[src/rtl/sa_ram_rwsthp_param_if.sv]
// Port bundle for sa_ram_rwsthp_param: read/write ports, output register
// controls, bypass path and status flags.
interface sa_ram_rwsthp_param_if #(
    parameter int WIDTH = 80,
    parameter int AW    = 5
);
    logic [AW-1:0]    ra;
    logic             re;
    logic             ore;
    logic [WIDTH-1:0] dout;
    logic [AW-1:0]    wa;
    logic             we;
    logic [WIDTH-1:0] di;
    logic             byp_sel;
    logic [WIDTH-1:0] dbyp;
    logic [31:0]      pwrbus_ram_pd;
    logic             init_busy;
    logic             dout_vld;
    logic             addr_err;

    modport master (
        output ra, re, ore, wa, we, di, byp_sel, dbyp, pwrbus_ram_pd,
        input  dout, init_busy, dout_vld, addr_err
    );

    modport slave (
        input  ra, re, ore, wa, we, di, byp_sel, dbyp, pwrbus_ram_pd,
        output dout, init_busy, dout_vld, addr_err
    );
endinterface

[src/rtl/sa_ram_rwsthp_param.sv]
// Parametrised 1R1W sync-read RAM with post-reset zero sweep, read-valid
// tracking and sticky address error. Define SA_RAM_RDW_FWD_EN for write-through.
module sa_ram_rwsthp_param #(
    parameter int WIDTH = 80,
    parameter int DEPTH = 19,
    parameter int AW    = 5
) (
    input logic                  clk,
    input logic                  rstn,
    sa_ram_rwsthp_param_if.slave bus
);
    localparam int             IW      = (DEPTH > 1) ? $clog2(DEPTH) : 1;
    localparam logic [AW:0]    DEPTH_W = (AW+1)'(DEPTH);
    localparam logic [AW-1:0]  LAST    = AW'(DEPTH - 1);

    typedef enum logic {INIT, READY} state_t;

    state_t           state;
    logic [AW-1:0]    ptr;
    logic [AW-1:0]    ra_d;
    logic             rd_pend;
    logic [WIDTH-1:0] dout_q;
    logic             dout_vld_q;
    logic             addr_err_q;
    logic             init_busy_q;

    logic [WIDTH-1:0] mem [DEPTH];

    logic             ready, re_acc, we_acc;
    logic             wa_ok, ra_ok, rad_ok;
    logic [WIDTH-1:0] array_out, dout_nxt;
    logic             mem_we;
    logic [IW-1:0]    mem_idx;
    logic [WIDTH-1:0] mem_d;
    logic             unused_pd;

    assign unused_pd = ^bus.pwrbus_ram_pd;

    assign ready  = (state == READY);
    assign re_acc = ready & bus.re;
    assign we_acc = ready & bus.we;
    assign wa_ok  = {1'b0, bus.wa} < DEPTH_W;
    assign ra_ok  = {1'b0, bus.ra} < DEPTH_W;
    assign rad_ok = {1'b0, ra_d}   < DEPTH_W;

    assign array_out = rad_ok ? mem[ra_d[IW-1:0]] : '0;

`ifdef SA_RAM_RDW_FWD_EN
    logic fwd_hit;
    assign fwd_hit  = we_acc & wa_ok & (bus.wa == ra_d);
    assign dout_nxt = bus.byp_sel ? bus.dbyp : (fwd_hit ? bus.di : array_out);
`else
    assign dout_nxt = bus.byp_sel ? bus.dbyp : array_out;
`endif

    // The sweep owns the single write port until READY.
    assign mem_we  = ready ? (we_acc & wa_ok) : 1'b1;
    assign mem_idx = ready ? bus.wa[IW-1:0] : ptr[IW-1:0];
    assign mem_d   = ready ? bus.di : '0;

    always_ff @(posedge clk) begin
        if (mem_we) mem[mem_idx] <= mem_d;
    end

    always_ff @(posedge clk or negedge rstn) begin
        if (!rstn) begin
            state       <= INIT;
            ptr         <= '0;
            init_busy_q <= 1'b1;
            ra_d        <= '0;
            rd_pend     <= 1'b0;
            dout_q      <= '0;
            dout_vld_q  <= 1'b0;
            addr_err_q  <= 1'b0;
        end else begin
            case (state)
                INIT: begin
                    if (ptr == LAST) begin
                        state       <= READY;
                        init_busy_q <= 1'b0;
                    end else begin
                        ptr <= ptr + 1'b1;
                    end
                end
                default: ;
            endcase

            // A read accepted alongside ore keeps the pending flag for its own ore.
            if (re_acc) begin
                ra_d    <= bus.ra;
                rd_pend <= 1'b1;
            end else if (bus.ore) begin
                rd_pend <= 1'b0;
            end

            if ((re_acc & ~ra_ok) | (we_acc & ~wa_ok)) addr_err_q <= 1'b1;

            if (bus.ore) begin
                dout_q     <= dout_nxt;
                dout_vld_q <= bus.byp_sel | rd_pend;
            end
        end
    end

    assign bus.dout      = dout_q;
    assign bus.dout_vld  = dout_vld_q;
    assign bus.addr_err  = addr_err_q;
    assign bus.init_busy = init_busy_q;
endmodule
[src/flat_wrapper.sv]
// flat-port wrapper written by rule: the top's interface ports become plain ports
module sa_ram_rwsthp_param_flat 
#(
    parameter int WIDTH = 80,
    parameter int DEPTH = 19,
    parameter int AW    = 5
)
  (clk, rstn, bus_ra, bus_re, bus_ore, bus_wa, bus_we, bus_di, bus_byp_sel, bus_dbyp, bus_pwrbus_ram_pd, bus_dout, bus_init_busy, bus_dout_vld, bus_addr_err);
  sa_ram_rwsthp_param_if #(.WIDTH(WIDTH), .AW(AW)) bus_i ();
  input logic clk;
  input logic rstn;
  input wire logic [$bits(bus_i.ra)-1:0] bus_ra;
  input wire logic [$bits(bus_i.re)-1:0] bus_re;
  input wire logic [$bits(bus_i.ore)-1:0] bus_ore;
  input wire logic [$bits(bus_i.wa)-1:0] bus_wa;
  input wire logic [$bits(bus_i.we)-1:0] bus_we;
  input wire logic [$bits(bus_i.di)-1:0] bus_di;
  input wire logic [$bits(bus_i.byp_sel)-1:0] bus_byp_sel;
  input wire logic [$bits(bus_i.dbyp)-1:0] bus_dbyp;
  input wire logic [$bits(bus_i.pwrbus_ram_pd)-1:0] bus_pwrbus_ram_pd;
  output wire logic [$bits(bus_i.dout)-1:0] bus_dout;
  output wire logic [$bits(bus_i.init_busy)-1:0] bus_init_busy;
  output wire logic [$bits(bus_i.dout_vld)-1:0] bus_dout_vld;
  output wire logic [$bits(bus_i.addr_err)-1:0] bus_addr_err;
  assign bus_i.ra = bus_ra;
  assign bus_i.re = bus_re;
  assign bus_i.ore = bus_ore;
  assign bus_i.wa = bus_wa;
  assign bus_i.we = bus_we;
  assign bus_i.di = bus_di;
  assign bus_i.byp_sel = bus_byp_sel;
  assign bus_i.dbyp = bus_dbyp;
  assign bus_i.pwrbus_ram_pd = bus_pwrbus_ram_pd;
  assign bus_dout = bus_i.dout;
  assign bus_init_busy = bus_i.init_busy;
  assign bus_dout_vld = bus_i.dout_vld;
  assign bus_addr_err = bus_i.addr_err;
  sa_ram_rwsthp_param #(.WIDTH(WIDTH), .DEPTH(DEPTH), .AW(AW)) u_core (.clk(clk), .rstn(rstn), .bus(bus_i));
endmodule
[config.mk]
export PLATFORM = sky130hd
export DESIGN_NAME = sa_ram_rwsthp_param_flat
export DESIGN_NICKNAME = d
export VERILOG_FILES = /design/src/rtl/sa_ram_rwsthp_param_if.sv /design/src/rtl/sa_ram_rwsthp_param.sv /design/src/flat_wrapper.sv
export SDC_FILE = /design/constraint.sdc
export NUM_CORES = 2
export LEC_CHECK = 0
export BUFFER_PORTS_ARGS = -buffer_cell sky130_fd_sc_hd__buf_2
export CORE_MARGIN = 10
export CORE_UTILIZATION = 60
export CTS_CLUSTER_SIZE = 40
export DETAILED_ROUTE_END_ITERATION = 16
export PLACE_DENSITY = 0.78
export SETUP_SLACK_MARGIN = 0.2
export SLEW_MARGIN = 25
export SYNTH_ARGS = -nofsm -noshare
export SYNTH_HDL_FRONTEND = slang
export SYNTH_SLANG_ARGS = --single-unit
[constraint.sdc]
create_clock -name clk -period 7.8 [get_ports clk]
set_input_delay 0 -clock clk [delete_from_list [all_inputs] [get_ports clk]]
set_output_delay 0 -clock clk [all_outputs]
set_load 0.005 [all_outputs]
==> flow_summary.yaml <==
clocking:
  cts_resized: 0
  cts_buffers: 156
  cts_root_buf: "clkbuf_16"
  path_clk_slew_ps: 70
  cts.sinks: 1615
  clk_path_buf_depth: 3
  insertion_delay_ps: 770
  cts.htree.levels: 4
  cts_tree: "done"
  hold_buffers: 253
  post_cts_buffers: 0
yosys:
  synth-adder-area-share_pct: 0.0393
  ys_types: 50
  synth.area.mux_share_pct: 13.4
  synth_compound_gate_area_share_pct: 6.15
  ys_ff_latch: 1615
  async_reset_ff_share_pct: 5.88
  yosysWarningCount: 0
  synth_nets: 3728
  synth_ff_type: "edfxtp_1"
  synth_simple_gate_area_share_pct: 2.59
  synth_edf_count: 1520
  synth-xor-area-share_pct: 0.0551
  synth_top_family_by_area: "multiplexers"
  ys_seq_area_share_pct: 75.5
  synthCells: 3518
  netlist_area_mm2: 0.0636
  synth_area_per_cell_um2: 18.1
run:
  maxCapViolations: 0
routing:
  wl_per_cell_um: 29.4
  dr.pass1.iters: 6
  ant_nets: 0
  drtIter0Drc: 4586
  routed_wl_um: 164000
  dr_total_vias: 35900
  vias_per_cell: 6.45
  post-route-drc-count: 0
timing:
  hold_viol: 0
  slew_headroom_pct: 24.6
  rsz0062_at_grt: "no"
  setup_viol: 0
  fin_ws_ps: 3200
  max_freq_mhz: 217
  post-route-min-period_ps: 4600
  finalMaxSlewViolations: 0
  setup_tns_ps: 0
  skew_ps: 35.8
  period_share_pct: 59.0
  tightest_slew_ps: 1130
place:
  hpwl_um: 80400
  gp_congestion: 0.771
  dp_slack_ps: 3920
  numPortBuffers: 258
pwr:
  ir_worst_vdd_mv: 0.229
  power_density_mw_per_mm2: 252
  leakage_nw: 26.3
worst_hold_path:
  hold_class: "in2reg"
finish:
  layout.nets: 4250
  regArea_mm2: 0.0480
  final_cell_mix: "edfxtp_1, mux2i_1, a22oi_1"
  drive_above_1_share_pct: 18.2
  syn_to_final_growth_pct: 16.4
  diodes: 0
  final_common_cell: "edfxtp_1"
  multi_input_area_mm2: 0.0143
  nFillCells: 6142
floorplanning:
  core_area_mm2: 0.105
  die-area_mm2: 0.119
  die_x_um: 346
  start_util_pct: 60.4
  io_pins: 291
  num_rows: 119
  die_y_um: 346
worst_setup_path:
  cp_max_fo: 105
  endpoint_kind: "flip-flop"
  criticalPathCategory: "reg2reg"
  critical_path.startpoint_type: "flip-flop"
  worstPathArrival_ps: 5250
  crit_required_ps: 8450
  r2r_setup_slack_ps: 3200
global_routing:
  grt_max_degree: 119
  grt_overflow: 0
  grt_pass1_wl_um: 238000
  antenna_found_initial: 4
  grt_usage_pct: 26.7
  grt_pass1_vias: 36500
status:
  status: "completed"
-- state kept, by name, indices dropped and copies added (netlist names) --
name,count
u_core.rd_pend,1
u_core.ra_d,5
u_core.mem,1520
u_core.bus.dout_vld,1
u_core.bus.init_busy,1
u_core.bus.addr_err,1
u_core.ready,1
u_core.bus.dout,80
u_core.ptr,5
-- synthesized netlist by cell type, drive strengths merged (2+ instances only) --
| master | number | area share, % |
|---|---|---|
| mux2 | 149 | 3.0 |
| nand4 | 15 | 0.15 |
| edfxtp | 1520 | 72 |
| o32ai | 2 | 0.028 |
| nand3 | 71 | 0.56 |
| and2 | 80 | 0.79 |
| nand2 | 91 | 0.54 |
| nor4b | 3 | 0.11 |
| o2111ai | 64 | 0.96 |
| a211o | 3 | 0.041 |
| buf | 130 | 1.3 |
| o21ai | 20 | 0.16 |
| a22o | 15 | 0.21 |
| a31oi | 17 | 0.17 |
| a22oi | 286 | 3.4 |
| dfrtp | 94 | 3.7 |
| o221ai | 64 | 0.88 |
| nor2 | 24 | 0.14 |
| and4bb | 2 | 0.039 |
| a221o | 15 | 0.24 |
| nor2b | 15 | 0.15 |
| a21oi | 3 | 0.030 |
| mux2i | 653 | 10 |
| xnor2 | 4 | 0.055 |
| inv | 72 | 0.42 |
| nand2b | 2 | 0.020 |
| clkbuf | 86 | 0.51 |
| mux4 | 4 | 0.14 |
| ha | 2 | 0.039 |
-- logic make-up (layout without fill, tap and decap cells) --
logic type,Yosys count,count (layout)
mux,806,806
buf+inv,288,942
xor+xnor,4,4
compound gates,494,494
simple gates,309,309
fa+ha+maj,2,2
flops,1615,1615
-- worst max-delay path, stage by stage, from the launching register on --
cell and delay (ps):
dfrtp_4 970, buf_12 530, buf_4 830, mux2_2 420, o2111ai_1 480, o221ai_1 200
dlygate4sd3_1 600
-- per-layer routing --
layer	global-route usage [%]	vias up	wire (um)	part of all wire, %
li1	-	15100	-	-
met2	44.3	2160	80700	49
met5	0	-	0	0
met3	4.80	366	15900	9.7
met1	34.7	18200	60800	37
met4	10.7	0	6060	3.7
-- metrics by stage --
stage	power (mW)	hold slack (ps)	instance area (um^2)	cells	utilization [%]
after global placement	11.1	48.3	66300	5016	63.0
final	18.6	37.1	74000	5563	70.3
after global routing	19.1	38.3	74000	5563	70.3
after floorplan	10.7	-296	63600	3518	-
after detailed placement	11.1	48.9	66300	5017	63.0
after CTS	18.6	0.490	74000	5560	70.3
-- layout make-up --
class                           instances  share of cell area (%)
Tap cell                             1391                    2.35
Timing Repair Buffer                  580                    6.16
Clock buffer                          212                    5.96
Clock inverter                         78                   0.941
Sequential cell                      1615                    64.9
Inverter                               72                   0.367
Multi-Input combinational cell       1615                    19.3
-- power by group --
group | total [mW] | switching [mW] | leakage, nW | internal [mW]
combinational | 1.45 | 0.842 | 8.91 | 0.607
clock | 7.52 | 3.18 | 2.53 | 4.34
sequential | 9.66 | 0.100 | 14.8 | 9.56
total | 18.6 | 4.12 | 26.3 | 14.5
-- final timing paths --
check | cells past startpoint | to | startpoint
setup reg to reg | 6 | u_core.bus.dout[77] | u_core.ra_d[1]
max in group asynchronous | 4 | u_core.ra_d[2] | rstn
hold / removal | 4 | u_core.bus.dout[33] | bus_dbyp[33]
min in group asynchronous | 3 | u_core.bus.init_busy | rstn
setup / recovery | 6 | u_core.bus.dout[77] | u_core.ra_d[1]
hold reg to reg | 1 | u_core.bus.init_busy | u_core.bus.init_busy
Note: power is estimated with default switching activity, not from simulation.
